### config.mk
export PLATFORM = sky130hd
export DESIGN_NAME = result_collector
export DESIGN_NICKNAME = d
export VERILOG_FILES = /design/src/rtl/mm_pkg.sv /design/src/rtl/result_snapshot_buf.sv /design/src/rtl/result_collector.sv
export SDC_FILE = /design/constraint.sdc
export NUM_CORES = 1
export LEC_CHECK = 0
export ABC_AREA = 1
export CELL_PAD_IN_SITES_DETAIL_PLACEMENT = 1
export CELL_PAD_IN_SITES_GLOBAL_PLACEMENT = 1
export CORE_UTILIZATION = 41
export DETAILED_ROUTE_END_ITERATION = 8
export PLACE_DENSITY_LB_ADDON = 0.1
export SYNTH_ARGS = -nofsm -noshare
export SYNTH_HDL_FRONTEND = slang
export SYNTH_SLANG_ARGS = --single-unit
### constraint.sdc
create_clock -name CLK -period 21.1 [get_ports CLK]
set_input_delay 4.22 -clock CLK [delete_from_list [all_inputs] [get_ports CLK]]
set_output_delay 4.22 -clock CLK [all_outputs]
set_load 0.01 [all_outputs]
### src/rtl/mm_pkg.sv
// Shared definitions for the 3x3 systolic matrix multiplier: default sizes,
// collector state encoding and the flattened accumulator element offset.
package mm_pkg;

    localparam int DEF_WIDTH  = 4;
    localparam int DEF_ROW    = 3;
    localparam int DEF_COLOUM = 3;

    function automatic int acc_width_of(input int width);
        return 2 * width + 2;
    endfunction

    localparam int DEF_ACC_WIDTH = acc_width_of(DEF_WIDTH);

    typedef enum logic [2:0] {
        IDLE    = 3'd0,
        WAIT    = 3'd1,
        CAPTURE = 3'd2,
        STREAM  = 3'd3,
        DONE_ST = 3'd4
    } state_t;

    // Bit offset of element (r,c) inside a row-major flattened accumulator bus.
    function automatic int elem_offset(input int r, input int c, input int cols, input int acc_width);
        return (r * cols + c) * acc_width;
    endfunction

endpackage

### src/rtl/result_snapshot_buf.sv
// Parallel-load snapshot of all PE accumulators with an index-selected read mux.
module result_snapshot_buf
    import mm_pkg::*;
#(
    parameter int ROW       = DEF_ROW,
    parameter int COLOUM    = DEF_COLOUM,
    parameter int ACC_WIDTH = DEF_ACC_WIDTH,
    parameter int IDX_W     = 4
)(
    input  logic                            clk,
    input  logic                            rst,
    input  logic                            capture,
    input  logic [ROW*COLOUM*ACC_WIDTH-1:0] c_in,
    input  logic [IDX_W-1:0]                sel,
    output logic [ACC_WIDTH-1:0]            data
);

    localparam int N = ROW * COLOUM;

    logic [ACC_WIDTH-1:0] regs [N];

    always_ff @(posedge clk) begin
        if (rst) begin
            for (int i = 0; i < N; i++) regs[i] <= '0;
        end else if (capture) begin
            for (int r = 0; r < ROW; r++)
                for (int c = 0; c < COLOUM; c++)
                    regs[r*COLOUM+c] <= c_in[elem_offset(r, c, COLOUM, ACC_WIDTH) +: ACC_WIDTH];
        end
    end

    // Out-of-range selects read as zero rather than aliasing another element.
    always_comb begin
        data = '0;
        for (int i = 0; i < N; i++)
            if (sel == IDX_W'(i)) data = regs[i];
    end

endmodule

### src/rtl/result_collector.sv
// Collects the systolic array results after a settle delay and streams them out
// over valid/ready. Define RESULT_COLUMN_MAJOR_EN for column-major stream order.
module result_collector
    import mm_pkg::*;
#(
    parameter int WIDTH         = DEF_WIDTH,
    parameter int ROW           = DEF_ROW,
    parameter int COLOUM        = DEF_COLOUM,
    parameter int ACC_WIDTH     = acc_width_of(WIDTH),
    parameter int SETTLE_CYCLES = 7
)(
    input  logic                            CLK,
    input  logic                            RST,
    input  logic                            START,
    input  logic [ROW*COLOUM*ACC_WIDTH-1:0] C_IN,
    output logic [ACC_WIDTH-1:0]            OUT_DATA,
    output logic                            OUT_VALID,
    input  logic                            OUT_READY,
    output logic [3:0]                      OUT_INDEX,
    output logic                            OUT_LAST,
    output logic                            BUSY,
    output logic                            DONE
);

    localparam int N  = ROW * COLOUM;
    localparam int CW = (SETTLE_CYCLES > 1) ? $clog2(SETTLE_CYCLES) : 1;
    localparam logic [3:0]    LAST_IDX   = 4'(N - 1);
    localparam logic [CW-1:0] SETTLE_END = CW'(SETTLE_CYCLES - 1);

    state_t        state, next_state;
    logic [CW-1:0] cnt, cnt_next;
    logic [3:0]    idx, idx_next;
    logic [3:0]    sel;
    logic          capture;
    logic          xfer;

    assign xfer      = OUT_VALID && OUT_READY;
    assign OUT_INDEX = idx;

    always_comb begin
        next_state = state;
        cnt_next   = cnt;
        idx_next   = idx;
        capture    = 1'b0;
        case (state)
            IDLE: begin
                if (START) begin
                    next_state = WAIT;
                    cnt_next   = '0;
                end
            end
            WAIT: begin
                cnt_next = cnt + CW'(1);
                if (cnt == SETTLE_END) next_state = CAPTURE;
            end
            CAPTURE: begin
                capture    = 1'b1;
                idx_next   = '0;
                next_state = STREAM;
            end
            STREAM: begin
                if (xfer) begin
                    if (idx == LAST_IDX) begin
                        idx_next   = '0;
                        next_state = DONE_ST;
                    end else begin
                        idx_next = idx + 4'd1;
                    end
                end
            end
            DONE_ST: next_state = IDLE;
            default: next_state = IDLE;
        endcase
    end

    // Status outputs are registered from the next state so they line up with it.
    always_ff @(posedge CLK) begin
        if (RST) begin
            state     <= IDLE;
            cnt       <= '0;
            idx       <= '0;
            OUT_VALID <= 1'b0;
            OUT_LAST  <= 1'b0;
            BUSY      <= 1'b0;
            DONE      <= 1'b0;
        end else begin
            state     <= next_state;
            cnt       <= cnt_next;
            idx       <= idx_next;
            OUT_VALID <= (next_state == STREAM);
            OUT_LAST  <= (next_state == STREAM) && (idx_next == LAST_IDX);
            BUSY      <= (next_state != IDLE);
            DONE      <= (next_state == DONE_ST);
        end
    end

`ifdef RESULT_COLUMN_MAJOR_EN
    always_comb sel = 4'((int'(idx) % ROW) * COLOUM + int'(idx) / ROW);
`else
    assign sel = idx;
`endif

    result_snapshot_buf #(
        .ROW       (ROW),
        .COLOUM    (COLOUM),
        .ACC_WIDTH (ACC_WIDTH),
        .IDX_W     (4)
    ) u_snapshot (
        .clk     (CLK),
        .rst     (RST),
        .capture (capture),
        .c_in    (C_IN),
        .sel     (sel),
        .data    (OUT_DATA)
    );

endmodule

==> results.md, run 1 <==
- Outcome: finished clean
- Type of destination of the critical path: output pin
- Std-Cell Core Area: roughly 13,000 sq um
- Cts repair resizes: 0
- DRC Markers: 0
- Final period util: between 30% and 40%
- Worst slew margin: 31.63%
- Slew @ Worst Pin: slightly above 1 ns
- Fin. max-slew vios: 0
- Worst r2r src: OUT_INDEX[0]$_SDFF_PP0_
- Worst Setup Slack post-DPL: 13.98 ns
- Hold buffers post-CTS: 0
- Largest family of logic cells by synthesized area: simple AND/OR/NAND/NOR gates
- CP max FO: 21
- First-pass GRT wire length: 21.91 mm
- Pre-antenna DRT Iters: 4
- CTS H-tree lvls: 3
- Post-route cell area: slightly below 7000 sq um
- DRT iter0 DRCs: 260
- Synth warn: 0
- Total of max-cap violations: 0
- Gpl congestion: 0.8464
- Power per Cell Area: around 67 nW/um^2
- Largest net degree at the start of global routing: slightly above 90
- Ports: around 110
- Initial Utilization: between 40% and 50%
- CP required: around 17 ns
- Post-DP HPWL: 9.811 mm
- Final nets: 826
- Mean Syn Cell Area: roughly 8.5 sq um
- Distinct cells, synth: 35
- Post-synth net total: approximately 730
- Clock latency on the worst-skew pair: approximately 0.35 ns
- Achievable Freq: 133.4 MHz
- CTS Buffer Depth: 2
- Grt ovf: 0
- CTS root buf: clkbuf_16
- Synthesis-to-finish area growth: 28.54%
- Critical Path Start: OUT_INDEX[1]$_SDFF_PP0_
- Final WS setup: 13.60 ns
- CTS buffer count: 9
- Crit Path Category: register to output pin
- Worst Hold Depth: 2
- Wire length per cell: between 15 and 20 um
- XOR/XNOR Fraction of Synth Area: less than 1%
- Pleak: 3.180 nW
- Async set or reset register ratio after synthesis: 0%
- Final Skew: around 0.0045 ns
- Compound-Gate Fraction of Synth Area: ~1.2%
- Die span in x: roughly 120 um
- Synth Cell Area: approximately 5300 sq um
- Number of enable flip-flop cells after synthesis: 90
- ANT cells: 0
- Mapped Cells: approximately 630
- Layout cells sized above 1: roughly 5.3%
- Standard-cell row count: 41
- Simple-gate share of the synthesized area: 27.44%
- Startpoint types: register
- Placed instance area: approximately 6500 sq um
- Reg-to-reg endpoint: OUT_LAST$_SDFF_PP0_
- Worst setup path end: OUT_DATA[9]
- Initial antenna violation count: 0
- Die area: approximately 13,000 sq um
- Number of global-route vias before repair: between 4,000 and 5,000
- Post-Synth Adder-Cell Area: under 10%
- Fin util: between 50% and 60%
- Worst Hold Class: register to register
- FF+latch count, synth: between 100 and 150
- Clk slew on worst S/H paths: 0.07 ns
- Routed vias/inst: 4.637
- Setup TNS: 0 ns
- Die height: between 100 and 150 um
- FF-to-FF setup slack: around 19 ns
- CP arrival: around 3.3 ns
- Final-report setup violation count: 0
- Ys flop type: edfxtp_1
- Final Critical Period: 7.499 ns
- Vias: 4,187
- Unrepaired setup endpoints after global routing: no
- Mux cell area share after synthesis: 0%
- Post-CTS Setup Bufs: 0
- R2R cell count: 10
- ANT nets after route: 0
- Total Routing Usage GR: roughly 22%
- DRT Wirelength: 13.63 mm
- Post-synthesis sequential area ratio: roughly 56%
- Worst vdd ir: approximately 0.033 mV
- PortBufs: ~110
- Clk sinks: about 100
- CTS tree: done
- Final Hold Fails: 0
-- report_power, final --
part	internal, mW	switching (mW)	leakage, nW
registers	0.229	0.00275	1.04
clock network	0.116	0.0765	0.162
logic	0.0199	0.0138	1.98
total	0.365	0.0931	3.18
-- Yosys cell counts (2+ instances only) --
| library cell | number | area, sq um |
|---|---|---|
| inv_1 | 139 | 521.8 |
| nor2_1 | 131 | 491.7 |
| nand2_1 | 129 | 484.2 |
| edfxtp_1 | 90 | 2703 |
| nand3_1 | 38 | 190.2 |
| dfxtp_1 | 14 | 280.3 |
| buf_2 | 13 | 65.06 |
| nand4_1 | 11 | 68.82 |
| nand3b_1 | 10 | 75.07 |
| or2_2 | 9 | 56.30 |
| ha_1 | 6 | 75.07 |
| buf_6 | 5 | 56.30 |
| a21oi_1 | 3 | 15.01 |
| nand2_2 | 3 | 18.77 |
| o21ai_0 | 3 | 15.01 |
| clkbuf_1 | 2 | 7.510 |
| clkbuf_8 | 2 | 27.53 |
| nor3_2 | 2 | 20.02 |
| or2_1 | 2 | 12.51 |
-- through the flow --
stage / hold WS, ns / cells / power, mW
after floorplan: 0.4609 / 628 / 0.2477
after global placement: 0.4714 / 887 / 0.2693
after detailed placement: 0.5218 / 887 / 0.2704
after CTS: 0.5334 / 903 / 0.4612
after global routing: 0.5618 / 903 / 0.4723
final: 0.5244 / 903 / 0.4583
-- critical path: stages (launching register included) --
cell,delay (ns)
dfxtp_1,0.37
inv_1,0.11
ha_1,0.62
nand3_1,0.68
nand4_1,0.34
nand2_1,0.08
nand2_1,0.09
nand2_1,0.06
nand2_1,0.05
clkdlybuf4s50_1,0.52
-- layout by cell type (no fill, tap or decap), drive strengths merged, types with 9 or more instances in the layout --
master         Yosys  final
dfxtp             14     14
clkdlybuf4s50      0    111
clkbuf             5      9
nor2             133    133
nand2            132    132
inv              140    141
edfxtp            90     90
nand3             38     38
nand4             11     11
or2               11     11
nand3b            10     10
-- sequential cells by signal, summed over array words and instances (netlist names) --
signal	flops
u_snapshot.regs	90
OUT_INDEX	4
cnt	3
state	3
BUSY	1
DONE	1
OUT_LAST	1
OUT_VALID	1
-- final cells by class --
class,count,area [sq um]
sequential,104,2983
fill,1540,5791
multi-input combinational,357,1632
tap,172,215.2
inverter,141,529.3
clock buffer,9,225.2
clock inverter,7,118.9
timing repair buffer,113,1126
-- layer usage --
layer  up-vias  GRT usage [%]  routed length [um]
met5         -              0                   0
met4         0          7.778                 248
met3        16          3.609                 637
met2        96          36.63                6475
met1      1970          28.83                6269
li1       2105              -                   -
-- worst min path at each step --
stage                                    from                   to  slack [ns]
after global routing      cnt[2]$_SDFFE_PP0P_  cnt[2]$_SDFFE_PP0P_        0.56
after CTS                 cnt[1]$_SDFFE_PP0P_  cnt[1]$_SDFFE_PP0P_        0.53
after detailed placement  cnt[0]$_SDFFE_PP0P_  cnt[0]$_SDFFE_PP0P_        0.52
after global placement    cnt[1]$_SDFFE_PP0P_  cnt[1]$_SDFFE_PP0P_        0.47
final                     cnt[1]$_SDFFE_PP0P_  cnt[1]$_SDFFE_PP0P_        0.52
after floorplan           cnt[1]$_SDFFE_PP0P_  cnt[1]$_SDFFE_PP0P_        0.46
-- kinds of logic after synthesis --
kind of cell | count (synthesis)
AOI/OAI and AO/OA | 11
xor gates and xnor gates | 1
adders and majority gates | 6
buffers and inverters | 167
DFF | 104
and+or+nand+nor | 339
Power figures use the tool's default switching activity.
==> run 2, diff against run 1 <==
--- a/config.mk
+++ b/config.mk
@@ -8,7 +8,7 @@
 export ABC_AREA = 1
 export CELL_PAD_IN_SITES_DETAIL_PLACEMENT = 1
 export CELL_PAD_IN_SITES_GLOBAL_PLACEMENT = 1
-export CORE_UTILIZATION = 41
+export CORE_UTILIZATION = 34
 export DETAILED_ROUTE_END_ITERATION = 8
 export PLACE_DENSITY_LB_ADDON = 0.1
 export SYNTH_ARGS = -nofsm -noshare
==> constraint.sdc (replaced) <==
create_clock -name CLK -period 6.8 [get_ports CLK]
set_input_delay 1.36 -clock CLK [delete_from_list [all_inputs] [get_ports CLK]]
set_output_delay 1.36 -clock CLK [all_outputs]
set_load 0.01 [all_outputs]
==> results.md, run 2 (synthesized netlist as in run 1, its figures left out) <==
- Outcome: finished clean
- DRC Markers: 0
- Number of global-route vias before repair: around 4,300
- Clk sinks: roughly 100
- Worst Setup Slack post-DPL: roughly 2.5 ns
- Wire length per cell: roughly 14 um
- Ports: approximately 110
- Pleak: between 3 and 4 nW
- Achievable Freq: 215.2 MHz
- Power per Cell Area: slightly below 200 nW/um^2
- Std-Cell Core Area: ~15,000 sq um
- Total Routing Usage GR: 17.41%
- CP required: around 5.4 ns
- Final Critical Period: between 4 and 5 ns
- Pre-antenna DRT Iters: 5
- Total chip power: 1.312 mW
- Unrepaired setup endpoints after global routing: no
- Layout cells sized above 1: between 5 and 6%
- Most frequent cells in the layout: 139 x inv_1, 131 x nor2_1, 129 x nand2_1
- Final period util: about two thirds
- DRT Wirelength: 13.01 mm
- Total of max-cap violations: 0
- CTS root buf: clkbuf_16
- Fin util: ~45%
- Routed vias/inst: roughly 4.5
- Vias: slightly above 4,000
- CTS tree: done
- Worst slew margin: about a third
- Startpoint types: register
- Placed instance area: roughly 6500 sq um
- Grt ovf: 0
- Standard-cell row count: 45
- Type of destination of the critical path: output pin
- Cts repair resizes: 0
- Synthesis-to-finish area growth: 27.70%
- PortBufs: approximately 110
- Initial antenna violation count: 0
- ANT nets after route: 0
- Max FFs per register: 90
- Final nets: around 830
- CP arrival: approximately 3.3 ns
- Commonest non-fill, non-tap cell in the layout: inv_1
- Filler instances: between 1,500 and 2,000
- Final Hold Fails: 0
- CTS Buffer Depth: 2
- Post-route cell area: 6784 sq um
- CTS buffer count: 9
- Die area: between 15,000 and 20,000 sq um
- DRT iter0 DRCs: between 200 and 250
- Final WS setup: ~2.2 ns
- Setup TNS: 0 ns
- Slew @ Worst Pin: just under 1 ns
- Post-CTS Setup Bufs: 0
- Worst vdd ir: between 0.1 and 0.15 mV
- Clk slew on worst S/H paths: 0.07 ns
- Crit Path Category: register to output pin
- Final-report setup violation count: 0
- Clock latency on the worst-skew pair: approximately 0.35 ns
- CTS H-tree lvls: 3
- Worst Hold Class: register to register
- Die span in x: about 130 um
- CP max FO: 21
- Initial Utilization: a little over a third
- Final Skew: 0.003804 ns
- Gpl congestion: ~0.8
- Largest reg by FF count: u_snapshot.regs
- Hold buffers post-CTS: 0
- Fin. max-slew vios: 0
- ANT cells: 0
- Die height: about 130 um
- Largest net degree at the start of global routing: 91
- First-pass GRT wire length: approximately 22 mm
- Post-DP HPWL: a little under 10 mm
-- run 2: cell count changes in the layout (fill, tap and decap cells not counted), sizes merged --
cell | before | now
inv | 141 | 142
bufinv | 3 | 0
clkinvlp | 2 | 3
clkinv | 2 | 3
-- run 2: report_power, final --
part | internal, mW | switching [mW]
Clock | 0.251 | 0.238
Combinational | 0.0619 | 0.0426
Sequential | 0.711 | 0.00780
Total | 1.02 | 0.288
-- run 2: final timing paths --
path / startpoint / to / slack (ns) / depth (start not counted)
worst max-delay path: OUT_INDEX[1]$_SDFF_PP0_ / OUT_DATA[2] / 2.15 / 9
worst min-delay path: cnt[2]$_SDFFE_PP0P_ / cnt[2]$_SDFFE_PP0P_ / 0.51 / 2
worst max register to register: OUT_INDEX[0]$_SDFF_PP0_ / BUSY$_SDFF_PP0_ / 4.38 / 9
worst min register to register: cnt[2]$_SDFFE_PP0P_ / cnt[2]$_SDFFE_PP0P_ / 0.51 / 2
-- run 2: final cells by class --
class	instances	area, sq um	share of cell area, %
Inverter	141	529.3	7.802
Multi-Input combinational cell	357	1632	24.05
Clock inverter	7	53.80	0.7931
Timing Repair Buffer	113	1126	16.60
Clock buffer	9	225.2	3.320
Tap cell	188	235.2	3.467
Sequential cell	104	2983	43.97
-- run 2: critical path, cell delays in order (launching register included) --
cell,delay [ns]
dfxtp_1,0.36
inv_1,0.11
ha_1,0.63
nand3_1,0.68
nand4_1,0.32
nand2_1,0.08
nand2_1,0.10
nand2_1,0.06
nand2_1,0.06
clkdlybuf4s50_1,0.53
-- run 2: metrics by stage --
step | cells | hold WS, ns
final | 919 | 0.5063
after global routing | 919 | 0.5257
after CTS | 919 | 0.5116
after detailed placement | 903 | 0.5001
after global placement | 903 | 0.4711
after floorplan | 628 | 0.4609
-- run 2: layer usage --
| metal | track usage [%] | routed length [um] | up-vias |
|---|---|---|---|
| met5 | 0 | 0 | - |
| met4 | 7.843 | 197 | 0 |
| met3 | 2.848 | 464 | 10 |
| met2 | 27.02 | 5900 | 93 |
| met1 | 23.98 | 6445 | 1909 |
| li1 | - | - | 2106 |
==> run 3, diff against run 2 <==
--- a/config.mk
+++ b/config.mk
@@ -8,7 +8,7 @@
 export ABC_AREA = 1
 export CELL_PAD_IN_SITES_DETAIL_PLACEMENT = 1
 export CELL_PAD_IN_SITES_GLOBAL_PLACEMENT = 1
-export CORE_UTILIZATION = 34
+export CORE_UTILIZATION = 38
 export DETAILED_ROUTE_END_ITERATION = 8
 export PLACE_DENSITY_LB_ADDON = 0.1
 export SYNTH_ARGS = -nofsm -noshare
==> constraint.sdc (replaced) <==
create_clock -name CLK -period 4.6 [get_ports CLK]
set_input_delay 0.92 -clock CLK [delete_from_list [all_inputs] [get_ports CLK]]
set_output_delay 0.92 -clock CLK [all_outputs]
set_load 0.01 [all_outputs]
==> results.md, run 3 (synthesized netlist as in run 1, its figures left out) <==
- CTS root buf: clkbuf_16
- Final Hold Fails: 0
- Clock latency on the worst-skew pair: ~0.35 ns
- CP required: around 3.7 ns
- CTS buffer count: 9
- Cts repair resizes: 0
- Final Critical Period: around 4 ns
- Setup TNS: 0 ns
- Largest net degree at the start of global routing: 91
- CP max FO: 21
- Grt ovf: 0
- Final-report setup violation count: 0
- Worst Hold Class: register to register
- Die span in x: ~120 um
- Std-Cell Core Area: 13,450 sq um
- Crit-path most repeated cell: nand2_1
- FF-to-FF setup slack: roughly 2.2 ns
- Pre-antenna DRT Iters: 4
- ANT cells: 0
- Startpoint types: register
- Ports: between 100 and 150
- Seq pwr share: between 50% and 60%
- Gpl congestion: 0.8358
- Logic pwr share: just under 8%
- Total chip power: between 1.5 and 2 mW
- Worst slew margin: 27.83%
- Final WS setup: between 0.6 and 0.7 ns
- DRC Markers: 0
- Type of destination of the critical path: output pin
- CTS tree: done
- Number of global-route vias before repair: a little over 4,000
- Fin. max-slew vios: 0
- Initial Utilization: about two fifths
- Outcome: finished clean
- Largest reg by FF count: u_snapshot.regs
- First-pass GRT wire length: 21.00 mm
- Cell Count, Final, Fillers Out: roughly 910
- CP arrival: between 3 and 4 ns
- Wire length per cell: 14.25 um
- Pleak: around 3.2 nW
- DRT Wirelength: 12.93 mm
- CTS Buffer Depth: 2
- Final period util: 86.72%
- Switching part of the total: about a fifth
- Routed vias/inst: between 4 and 5
- Switch Pwr: about 430 uW
- Largest stage delay, worst path: ~0.67 ns
- Power per Cell Area: 293.3 nW/um^2
- Total Routing Usage GR: a little under a fifth
- Clk slew on worst S/H paths: around 0.070 ns
- Final nets: 826
- Most frequent cells in the layout: 139 x inv_1, 131 x nor2_1, 129 x nand2_1
- ANT nets after route: 0
- Unrepaired setup endpoints after global routing: no
- Initial antenna violation count: 0
- Synthesis-to-finish area growth: 28.00%
- Clock share of power: approximately 39%
- Post-DP HPWL: approximately 9.6 mm
- Filler instances: between 1,500 and 2,000
- PortBufs: 111
- Max FFs per register: 90
- Worst path cell trace: ha_1 -> nand3_2 -> nor2_1 -> nor2_1 -> nand2_1 -> nand2_1 -> nand2_1 -> nand2_1 -> clkdlybuf4s50_1
- Crit-path slowest cell: ha_1
- Worst Setup Slack post-DPL: between 0.7 and 0.8 ns
- Commonest non-fill, non-tap cell in the layout: inv_1
- Clk sinks: ~100
- Dpl cells: a little under 900
- Standard-cell row count: 42
- Die area: 14,460 sq um
- Post-CTS Setup Bufs: 0
- Layout cells sized above 1: about 5.5%
- Hold buffers post-CTS: 0
- Total of max-cap violations: 0
- Worst hold slack: about 0.5 ns
- Vias: ~4,100
- CTS H-tree lvls: 3
- DRT iter0 DRCs: 264
- Die height: ~120 um
- Worst vdd ir: about 0.20 mV
- Crit Path Category: register to output pin
- Achievable Freq: approximately 250 MHz
- Cell Int Power: 1.569 mW
- Slew @ Worst Pin: roughly 1.1 ns
- Final Skew: a little under 0.006 ns
-- run 3: final cells by class --
cell class / instances / area [sq um] / share of cell area [%]
Tap cell: 176 / 220.2 / 3.238
Clock buffer: 9 / 225.2 / 3.312
Inverter: 141 / 529.3 / 7.783
Clock inverter: 7 / 80.08 / 1.178
Sequential cell: 104 / 2983 / 43.86
Timing Repair Buffer: 113 / 1126 / 16.56
Multi-Input combinational cell: 357 / 1637 / 24.07
-- run 3: stage by stage --
stage	utilization (%)	cell area, sq um
5_1_grt	50.55	6800
3_3_place_gp	48.24	6490
2_1_floorplan	-	5316
3_5_place_dp	48.24	6490
4_1_cts	50.51	6795
6_report	50.55	6800
-- run 3: final timing paths --
check / startpoint / to / cells past startpoint
worst max-delay path: OUT_INDEX[0]$_SDFF_PP0_ / OUT_DATA[1] / 9
worst min-delay path: cnt[2]$_SDFFE_PP0P_ / cnt[2]$_SDFFE_PP0P_ / 2
worst max register to register: OUT_INDEX[0]$_SDFF_PP0_ / BUSY$_SDFF_PP0_ / 9
worst min register to register: cnt[2]$_SDFFE_PP0P_ / cnt[2]$_SDFFE_PP0P_ / 2
-- run 3: power by group through the flow --
| stage | combinational, mW | clock (mW) | sequential [mW] |
|---|---|---|---|
| global route | 0.172 | 0.831 | 1.06 |
| CTS | 0.158 | 0.800 | 1.06 |
| floorplan | 0.0493 | 0 | 1.08 |
| finish | 0.155 | 0.778 | 1.06 |
| global placement | 0.153 | 0 | 1.08 |
| detailed placement | 0.157 | 0 | 1.08 |
-- run 3: worst max-delay path: cells and delay by family, from the launching register on --
| kind | cells | cell delay [ns] |
|---|---|---|
| buf+inv | 1 | 0.47 |
| flops | 1 | 0.46 |
| fa+ha+maj | 1 | 0.67 |
| simple gates | 7 | 1.11 |
-- run 3: metal layers --
metal,routed length [um],global-route usage (%),up-vias
li1,-,-,2104
met1,6436,26.85,1894
met2,5846,29.89,94
met3,460,3.019,11
met4,181,7.176,0
met5,0,0,-
==> edit (settings of run 2) <==
The package constant `DEF_ROW` goes from 3 to 6.
--- a/src/rtl/mm_pkg.sv
+++ b/src/rtl/mm_pkg.sv
@@ -4,5 +4,5 @@
 
     localparam int DEF_WIDTH  = 4;
-    localparam int DEF_ROW    = 3;
+    localparam int DEF_ROW    = 6;
     localparam int DEF_COLOUM = 3;
 
Ports: changed (resized C_IN); port bits go from 112 to 202. The function was not compared with the original's and may differ.
==> edit against run 2 <==
Worst setup slack worse by 0.25 ns; cell area rose by 62%; sequential cell count increased by 70; non-clock buffer count is 73 higher; sequential share of layout area grew 2.3 points; wire length grew 67%; power grew 85%; die area increased by 54%; area after synthesis is 55% higher; critical path type unchanged; largest cell class unchanged; largest power group unchanged; highest routed layer unchanged.
==> edit: results (changes against run 2) <==
layout cell share with drive strength beyond 1: 6.62% (+1.3 points)
met1 wire length: 9970 um (+55%)
multi-input combinational area share: 20.0% (-4.0 points)
Largest register FFs: 160 (+78%)
R2R Setup Slk: 3.67 ns (-0.71 ns)
Setup Skew: 0.0102 ns (+0.00643 ns)
global routing met1 resource utilization: 24.1% (+0.14 points)
routed vias: 6260 (+52%)
Clock Latency Late Sink: 0.43 ns (+0.08 ns)
non-clock buffer count: 186 (+65%)
WHS Path Cells: 1 (-1)
top post-synthesis cells by count: nor2_1 (221), inv_1 (211), edfxtp_1 (160)
n_taps: 319 (+70%)
drt initial violations: 275 (+23%)
leak pwr: 4.82 nW (+53%)
DP HPWL: 15700 um (+62%)
GRT Total Usage: 18.4% (+1.0 points)
GPL Wtd Cong: 0.783 (-2.4%)
Seq/Total Area, Yosys: 61.8% (+5.7 points)
pre-CTS WS: 2.27 ns (-0.260 ns)
Synth Net Count: 1097 (+51%)
final non-filler cell total: 1422 (+55%)
top cells by area, synth: edfxtp_1 (58%), nor2_1 (10%), inv_1 (9.6%)
footprint of the multi-input gates: 2200 sq um (+35%)
Mean Syn Cell Area: 9.02 sq um (+6.7%)
fill cell count: 2791 (+57%)
initial antenna violation count: 0 (unchanged)
routed wire length: 21700 um (+67%)
Final non-clock buffer share: 16.8% (+0.23 points)
Worst path max stage delay: 0.84 ns (+0.16 ns)
1st-pass router iterations: 4 (-1)
largest net degree at the start of global routing: 76 (-16%)
Slowest-stage cell, CP: nor2_1
crit path DAT: 3.54 ns (+0.25 ns)
vias in the first global route: 6386 (+49%)
Netlist cell types: 32 (-8.6%)
area share of fa/ha/maj cells after synthesis: 0.304% (-1.1 points)
met3 GRT Util: 4.27% (+1.4 points)
Seq cells: 174 (+67%)
status: finished, final reports clean
Inverters, non-clock: 220 (+56%)
met3 wire length: 937 um (+100%)
Area after DPL: 10400 sq um (+59%)
FF-to-FF path depth: 5 (-4)
Hold WS: 0.459 ns (-0.0470 ns)
first-pass GRT wire length: 33800 um (+57%)
compound-cell area share of the yosys netlist: 2.07% (+0.82 points)
EDFF count, synth: 160 (+78%)
CTS buffer count: 17 (+8)
sequential cell area share: 46.3% (+2.3 points)
multi-input gate count: 492 (+38%)
[edit: changes by cell type after synthesis, moves of 10 or more]
cell	delta
nor2_1	+90
inv_1	+72
edfxtp_1	+70
a21oi_1	+13
nand4_1	+12
clkbuf_1	+11
nand3b_1	-10
[edit: where the power goes]
part | internal [mW] | switching, mW
combinational | 0.0971 | 0.0592
clock | 0.624 | 0.436
sequential | 1.20 | 0.0107
[edit: worst max-delay path by stage]
stage / from / slack, ns / endpoint / cells past startpoint
2_1_floorplan: state[1] / 1.45 / u_snapshot.regs[10][0] / 4
3_3_place_gp: OUT_INDEX[3] / 2.30 / OUT_DATA[5] / 6
3_5_place_dp: OUT_INDEX[3] / 2.27 / OUT_DATA[5] / 6
4_1_cts: OUT_INDEX[3] / 1.82 / OUT_DATA[4] / 6
5_1_grt: OUT_INDEX[3] / 1.61 / OUT_DATA[4] / 6
6_report: OUT_INDEX[3] / 1.90 / OUT_DATA[4] / 6
